## config.mk

```make
export PLATFORM = sky130hd
export DESIGN_NAME = mem_request_arbiter
export DESIGN_NICKNAME = d
export VERILOG_FILES = /design/src/rtl/cpu_types_pkg.sv /design/src/rtl/access_timer.sv /design/src/rtl/mem_request_arbiter.sv
export SDC_FILE = /design/constraint.sdc
export NUM_CORES = 1
export LEC_CHECK = 0
export ABC_AREA = 1
export ABC_CLOCK_PERIOD_IN_PS = 2500
export CAP_MARGIN = 20
export CORE_MARGIN = 2
export CORE_UTILIZATION = 39
export CTS_BUF_LIST = sky130_fd_sc_hd__clkbuf_8
export DETAILED_ROUTE_END_ITERATION = 8
export PLACE_DENSITY = 0.84
export SYNTH_ARGS = -nofsm -noshare
export SYNTH_HDL_FRONTEND = slang
export SYNTH_SLANG_ARGS = --single-unit
```

## constraint.sdc

```tcl
create_clock -name CLK -period 2.5 [get_ports CLK]
set_input_delay 0.5 -clock CLK [delete_from_list [all_inputs] [get_ports CLK]]
set_output_delay 0.5 -clock CLK [all_outputs]
set_load 0.02 [all_outputs]
```

## src/rtl/cpu_types_pkg.sv

```systemverilog
// Shared CPU/memory types: word and RAM status encodings, plus the
// memory arbiter's state and latched-request types.
package cpu_types_pkg;

  typedef logic [31:0] word_t;

  typedef enum logic [1:0] {FREE, BUSY, ACCESS, ERROR} ramstate_t;

  typedef enum logic [1:0] {IDLE, IACC, DACC, FAULT} arb_state_t;

  // Request captured at grant; data is unused for fetches.
  typedef struct packed {
    word_t addr;
    word_t data;
    logic  wr;
  } mem_req_t;

endpackage

```

## src/rtl/access_timer.sv

```systemverilog
// Access watchdog: counts cycles while enabled and flags the cycle in which
// the count would reach TIMEOUT.
module access_timer #(
  parameter int unsigned TIMEOUT = 64,
  parameter int unsigned CW      = 7
) (
  input  logic gclk,
  input  logic grst_n,
  input  logic clr,
  input  logic en,
  output logic tc
);

  logic [CW-1:0] cnt;

  always_ff @(posedge gclk or negedge grst_n) begin
    if (!grst_n)        cnt <= '0;
    else if (clr)       cnt <= '0;
    else if (en && !tc) cnt <= cnt + 1'b1;
  end

  // tc fires in the TIMEOUT-th enabled cycle since the last clear.
  assign tc = en && (({1'b0, cnt} + (CW+1)'(1)) == (CW+1)'(TIMEOUT));

endmodule

```

## src/rtl/mem_request_arbiter.sv

```systemverilog
// Arbitrates pipeline fetch/data requests onto a single-ported RAM and
// returns one hit pulse per completed access; faults stick until reset.
module mem_request_arbiter
  import cpu_types_pkg::*;
#(
  parameter int unsigned TIMEOUT = 64,
  parameter int unsigned CW      = 7
) (
  input  logic        CLK,
  input  logic        nRST,
  input  logic        iREN,
  input  logic [31:0] iaddr,
  output logic [31:0] iload,
  output logic        ihit,
  input  logic        dREN,
  input  logic        dWEN,
  input  logic [31:0] daddr,
  input  logic [31:0] dstore,
  output logic [31:0] dload,
  output logic        dhit,
  output logic        ramREN,
  output logic        ramWEN,
  output logic [31:0] ramaddr,
  output logic [31:0] ramstore,
  input  logic [31:0] ramload,
  input  logic [1:0]  ramstate,
  output logic        fault
);

  arb_state_t state, state_nxt;
  mem_req_t   req_q, req_d;
  ramstate_t  rs;
  logic       grant, own_req, in_acc, tc;

  assign rs     = ramstate_t'(ramstate);
  assign in_acc = (state == IACC) || (state == DACC);
  assign fault  = (state == FAULT);

  access_timer #(.TIMEOUT(TIMEOUT), .CW(CW)) u_timer (
    .gclk   (CLK),
    .grst_n (nRST),
    .clr    (grant),
    .en     (in_acc),
    .tc     (tc)
  );

  always_ff @(posedge CLK or negedge nRST) begin
    if (!nRST) begin
      state <= IDLE;
      req_q <= '0;
    end else begin
      state <= state_nxt;
      req_q <= req_d;
    end
  end

  always_comb begin
    state_nxt = state;
    req_d     = req_q;
    grant     = 1'b0;
    own_req   = 1'b0;
    ihit      = 1'b0;
    dhit      = 1'b0;
    iload     = '0;
    dload     = '0;
    ramREN    = 1'b0;
    ramWEN    = 1'b0;
    ramaddr   = '0;
    ramstore  = '0;
    case (state)
      IDLE: begin
        if (dREN || dWEN) begin
          grant     = 1'b1;
          state_nxt = DACC;
          req_d     = '{addr: daddr, data: dstore, wr: dWEN};
        end else if (iREN) begin
          grant     = 1'b1;
          state_nxt = IACC;
          req_d     = '{addr: iaddr, data: '0, wr: 1'b0};
        end
      end
      IACC, DACC: begin
        // Only the request that won the grant keeps the access alive.
        own_req = (state == IACC) ? iREN : (req_q.wr ? dWEN : dREN);
        if (own_req) begin
          ramaddr  = req_q.addr;
          ramstore = req_q.data;
          ramREN   = (state == IACC) || !req_q.wr;
          ramWEN   = (state == DACC) && req_q.wr;
        end
        if (!own_req) begin
          state_nxt = IDLE;
        end else if (rs == ACCESS) begin
          state_nxt = IDLE;
          if (state == IACC) begin
            ihit  = 1'b1;
            iload = ramload;
          end else begin
            dhit  = 1'b1;
            dload = req_q.wr ? '0 : ramload;
          end
        end else if ((rs == ERROR) || tc) begin
          state_nxt = FAULT;
        end
      end
      FAULT:   state_nxt = FAULT;
      default: state_nxt = IDLE;
    endcase
  end

endmodule

```

==> run_results.csv, run 1 <==
group,metric,value,unit
synthesis,netlist_area,4350,um2
final_layout,final_cell_area,7620,um2
worst_setup_path,worstPathArrival,1990,ps
cts,clock-root-buffer,"clkbuf_8",
global_route,antenna_found_initial,0,
synthesis,ys_seq_elements,74,
floorplanning,initial_core_util,0.401,
power_and_ir_drop,p_leak,3.98,nW
detailed_routing,via_count,5028,
global_route,grt_max_degree,64,
sta,setup_tns,0,ps
final_layout,fin_cells,1067,
cts,cts.htree.levels,3,
detailed_routing,wirelength,15.3,mm
place,io_buffers,267,
global_route,grt_remaining_overflow,0,
global_route,grt_pass1_vias,4653,
sta,period_minus_slack,2490,ps
sta,fin_worst_skew,11.8,ps
worst_setup_path,cp-start-kind,"primary input",
place,gp_congestion,0.844,
synthesis,muxShareOfSynthArea,0,
worst_setup_path,critPathMaxFanout,7,
detailed_routing,routed_via_density,4.71,
floorplanning,die_area,12000,um2
floorplanning,row_count,38,
final_layout,drive_above_1_share,0.261,
detailed_routing,initialDrtViolationCount,231,
cts,clk_latency,350,ps
floorplanning,die_x,110,um
synthesis,synth_top_cell_by_area,"dfrtp_1",
synthesis,ys_seq_area_frac,0.426,
sta,timing.hold.ws,66.2,ps
sta,setup_viol,0,
flow_run,max-cap-violations,0,
place,dp_cells,1040,
floorplanning,fp.dieH,110,um
global_route,grt_first_pass_wirelength,22.0,mm
worst_setup_path,worstPathRequired,2000,ps
power_and_ir_drop,ir_drop,0.614,mV
hold_path,hold_class,"primary input to asynchronous set/reset pin",
cts,cts_sinks,74,
place,place_area,7270,um2
status,status,"finished clean",
place,dp_hpwl,10.3,mm
cts,numCtsBuffers,9,
cts,cts_tree,"yes",
sta,fin_crit_sh,0.994,
sta,slew_headroom,0.666,
worst_setup_path,regToRegStartpoint,"state[1]",
synthesis,synth_xor_area_frac,0,
final_layout,area_growth,75.2,%
detailed_routing,wl_per_cell,14.3,um
detailed_routing,first_pass_iters,4,
worst_setup_path,crit_type,"primary input to output port",
synthesis,yosys.area_share.simple,0.318,
power_and_ir_drop,power_density,952,nW/um2
synthesis,synthCells,648,
synthesis,ys_top_cells_by_count,"nor2_1, inv_1, nand2_1",
synthesis,synth_top_family_by_area,"simple AND/OR/NAND/NOR gates",
synthesis,synth-compound-area-share,0.0906,
synthesis,synth_most_common_cell,"nor2_1",
synthesis,synthAdderAreaFrac,0.0201,
sta,max_freq,0.402,GHz
synthesis,synth_top_area_frac,0.426,
synthesis,ys_warn_count,0,
worst_setup_path,cp-startpoint,"ramstate[1]",
final_layout,layout.nets,1064,
sta,slew_viol_final,0,
cts,cts_hold_buf,0,
cts,clk_pin_slew,90,ps
global_route,grt_use_total,0.234,
worst_setup_path,end_kind,"output port",
synthesis,synth_area_leaders,"dfrtp_1, nor2_1, inv_1",
synthesis,synth.distinct_cells,20,
synthesis,synth_ff_type,"dfrtp_1",
floorplanning,coreArea,10800,um2
sta,rsz0062_at_grt,"true",
final_layout,diodes,0,
synthesis,syn_area_per_cell,6.71,um2
synthesis,synth-edff-count,0,
sta,finalHoldViolations,0,
synthesis,syn-num-nets,790,
power_and_ir_drop,power,7.25,mW
floorplanning,pin_count,268,
sta,worstMarginPinSlew,501,ps
detailed_routing,drc_errors,0,
cts,clockBufferDepth,2,
detailed_routing,ant_nets,0,
synthesis,async_flop_share,1.00,
placed cells by master (no fill, tap or decap), drive strengths merged:
cell,count
clkbuf,12
nand2,107
nand4,10
a21oi,3
a31oi,32
clkdlybuf4s50,134
clkdlybuf4s15,5
clkinv,2
dfrtp,74
o21ai,35
nor2,169
buf,157
inv,125
nand3,50
bufinv,1
ha,7
clkinvlp,1
dlygate4sd2,3
logic make-up (layout without fill, tap and decap cells):
group,after synthesis,after routing
fa+ha+maj,7,7
simple gates,336,336
compound gates,70,70
buf+inv,161,440
flops,74,74
metal layers:
metal  track usage  wire, um
met4        0.0787       391
met1         0.279      5880
met2         0.410      7880
met5             0         0
met3        0.0587      1150
final cells by class:
| cell class | count | area, um2 |
|---|---|---|
| fillers | 931 | 3220 |
| repair buffers | 302 | 2770 |
| multi-input cells | 413 | 2160 |
| flip-flops and latches | 74 | 1850 |
| inverters | 122 | 463 |
| well taps | 140 | 175 |
| clock buffers | 9 | 124 |
| clock inverters | 7 | 78.8 |
sequential cells by signal (all words and copies together) (netlist names):
name,flops
u_timer.cnt,7
req_q,65
state,2
path summary, 6_finish.rpt:
check                           cells after the start        end  slack, ps
worst max-delay path                                9  dload[28]         10
worst min-delay path                                1   req_q[4]         70
worst max register to register                     12   state[0]        690
worst min register to register                      2   req_q[3]        530
max in group asynchronous                           2   state[0]       1830
min in group CLK                                    2   req_q[3]        530
per-stage QoR:
step | setup WS, ps | util
CTS | -142 | 0.662
global route | -84.5 | 0.703
floorplan | 21.0 | -
detailed placement | -419 | 0.671
finish | 14.1 | 0.703
global placement | -385 | 0.671
repair_timing:
action                                  CTS  global route
endpoints found under the setup margin  132           132
setup buffers                             3             3
pin swaps                                 2             4
cloned                                    2             4
resized for setup                       569           136
critical path, cell delays in order:
cell	delay (ps)
clkdlybuf4s50_1	500
nand2_1	130
nor2_4	140
inv_2	60
a21oi_4	140
nand2_4	110
clkbuf_16	200
nor2_4	90
buf_6	120
where the power goes:
part	switching [mW]	internal, mW	total (mW)
sequential	0.256	1.74	2.00
combinational	2.58	1.71	4.29
clock	0.492	0.472	0.963
total	3.33	3.93	7.25
(Power assumes the default switching activity.)
==> run 2, diff against run 1 <==
--- a/config.mk
+++ b/config.mk
@@ -6,13 +6,13 @@
 export NUM_CORES = 1
 export LEC_CHECK = 0
 export ABC_AREA = 1
-export ABC_CLOCK_PERIOD_IN_PS = 2500
+export ABC_CLOCK_PERIOD_IN_PS = 3120
 export CAP_MARGIN = 20
 export CORE_MARGIN = 2
-export CORE_UTILIZATION = 39
+export CORE_UTILIZATION = 40
 export CTS_BUF_LIST = sky130_fd_sc_hd__clkbuf_8
 export DETAILED_ROUTE_END_ITERATION = 8
-export PLACE_DENSITY = 0.84
+export PLACE_DENSITY = 0.86
 export SYNTH_ARGS = -nofsm -noshare
 export SYNTH_HDL_FRONTEND = slang
 export SYNTH_SLANG_ARGS = --single-unit
==> constraint.sdc (replaced) <==
create_clock -name CLK -period 3.12 [get_ports CLK]
set_input_delay 0.624 -clock CLK [delete_from_list [all_inputs] [get_ports CLK]]
set_output_delay 0.624 -clock CLK [all_outputs]
set_load 0.02 [all_outputs]
==> run_results.csv, run 2 (same netlist as run 1, synthesis figures left out) <==
group,metric,value,unit
sta,fin_worst_skew,10.9,ps
detailed_routing,ant_nets,0,
cts,cts.htree.levels,3,
global_route,grt_max_degree,75,
final_layout,largest-register,"req_q",
detailed_routing,via_count,4889,
detailed_routing,wl_per_cell,13.3,um
worst_setup_path,cp-start-kind,"register",
floorplanning,row_count,38,
final_layout,largestRegisters,"req_q (65), u_timer.cnt (7), state (2)",
floorplanning,fp.dieH,108,um
worst_setup_path,worstRegToRegCells,7,
detailed_routing,initialDrtViolationCount,352,
global_route,grt_remaining_overflow,0,
power_and_ir_drop,ir_drop,0.483,mV
global_route,grt_first_pass_wirelength,21.7,mm
sta,rsz0062_at_grt,"false",
worst_setup_path,crit_type,"register to output port",
final_layout,drive_above_1_share,0.0484,
sta,finalHoldViolations,0,
sta,slew_headroom,0.383,
floorplanning,die_area,11700,um2
final_layout,layout.nets,1046,
cts,cts_tree,"yes",
place,dp_slack,-80.5,ps
final_layout,seqCellArea,1850,um2
cts,numCtsBuffers,9,
worst_setup_path,worstPathArrival,2330,ps
floorplanning,die_x,108,um
global_route,grt_use_total,0.235,
final_layout,fin_cells,1049,
cts,clk_pin_slew,90,ps
cts,clock-root-buffer,"clkbuf_8",
global_route,antenna_found_initial,0,
sta,worstMarginPinSlew,925,ps
floorplanning,initial_core_util,0.405,
flow_run,max-cap-violations,0,
sta,setup_viol,0,
sta,period_minus_slack,2950,ps
final_layout,largest_reg_flops,65,
final_layout,area_growth,71.3,%
detailed_routing,wirelength,14.0,mm
floorplanning,pin_count,268,
detailed_routing,drt-met1-wl,5.86,mm
worst_setup_path,end_kind,"output port",
worst_setup_path,worstPathRequired,2500,ps
detailed_routing,routed_via_density,4.66,
final_layout,final_common_cell,"nor2_1",
place,place_area,7220,um2
detailed_routing,wl_met2,6.86,mm
power_and_ir_drop,power_density,710,nW/um2
final_layout,final_cell_mix,"nor2_1, clkdlybuf4s50_1, inv_1, nand2_1, dfrtp_1",
cts,cts_sinks,74,
place,dp_hpwl,10.4,mm
power_and_ir_drop,p_leak,4.82,nW
worst_setup_path,critPathMaxFanout,31,
place,gp_congestion,0.796,
detailed_routing,first_pass_iters,4,
global_route,grt_pass1_vias,4505,
hold_path,hold_class,"primary input to asynchronous set/reset pin",
cts,clockBufferDepth,2,
detailed_routing,drc_errors,0,
sta,slew_viol_final,0,
sta,fin_crit_sh,0.946,
detailed_routing,top_layer,"met4",
status,status,"finished clean",
place,dp_cells,1033,
cts,clk_latency,350,ps
cts,cts_hold_buf,0,
final_layout,diodes,0,
sta,max_freq,0.339,GHz
floorplanning,coreArea,10700,um2
detailed_routing,wl_met3,1.04,mm
final_layout,multi_input_comb_area,1880,um2
sta,fin_ws,169,ps
final_layout,fillers,914,
final_layout,final_cell_area,7450,um2
place,io_buffers,267,
## run 2: cell type report
cell class | count | share of cell area
flip-flops and latches | 74 | 0.249
clock inverters | 6 | 0.00554
multi-input cells | 413 | 0.252
inverters | 122 | 0.0615
well taps | 140 | 0.0235
repair buffers | 284 | 0.390
clock buffers | 10 | 0.0185
## run 2: layer usage
layer	vias up	GRT usage
li1	2485	-
met1	2227	0.293
met2	161	0.392
met3	16	0.0747
met4	0	0.0623
met5	-	0
## run 2: worst paths after layout
kind,from,end,slack (ps)
max,state[0],dload[2],170
min,nRST,req_q[55],400
max reg2reg,state[0],req_q[61],1130
min reg2reg,req_q[2],req_q[2],520
max in group asynchronous,nRST,req_q[2],2120
min in group CLK,req_q[2],req_q[2],520
## run 2: worst max-delay path: stages, from the launching register on
cell and delay, ps:
dfrtp_1 400, inv_1 100, ha_1 310, inv_1 40, nor2_1 120, inv_1 70
a21oi_1 170, nand2_1 120, buf_12 170, nor2_1 100, dlygate4sd2_1 350
## run 2: what timing repair did
item,CTS,global route
resized for setup,73,55
endpoints found under the hold margin,0,0
buffers inserted,0,0
pin swaps,0,0
setup endpoints to repair,73,55
## run 2: metrics by stage
step	util	TNS [ps]	hold slack, ps	power (mW)
after floorplan	-	0	328	3.42
after global placement	0.672	0	500	4.69
after detailed placement	0.672	-1060	505	4.75
after CTS	0.680	0	436	5.39
after global routing	0.693	0	473	5.71
final	0.693	0	400	5.29
## run 2: power breakdown
group	internal [mW]	leakage (nW)	switching (mW)
registers	1.39	0.890	0.195
logic	1.19	3.84	1.81
clock network	0.312	0.0905	0.378
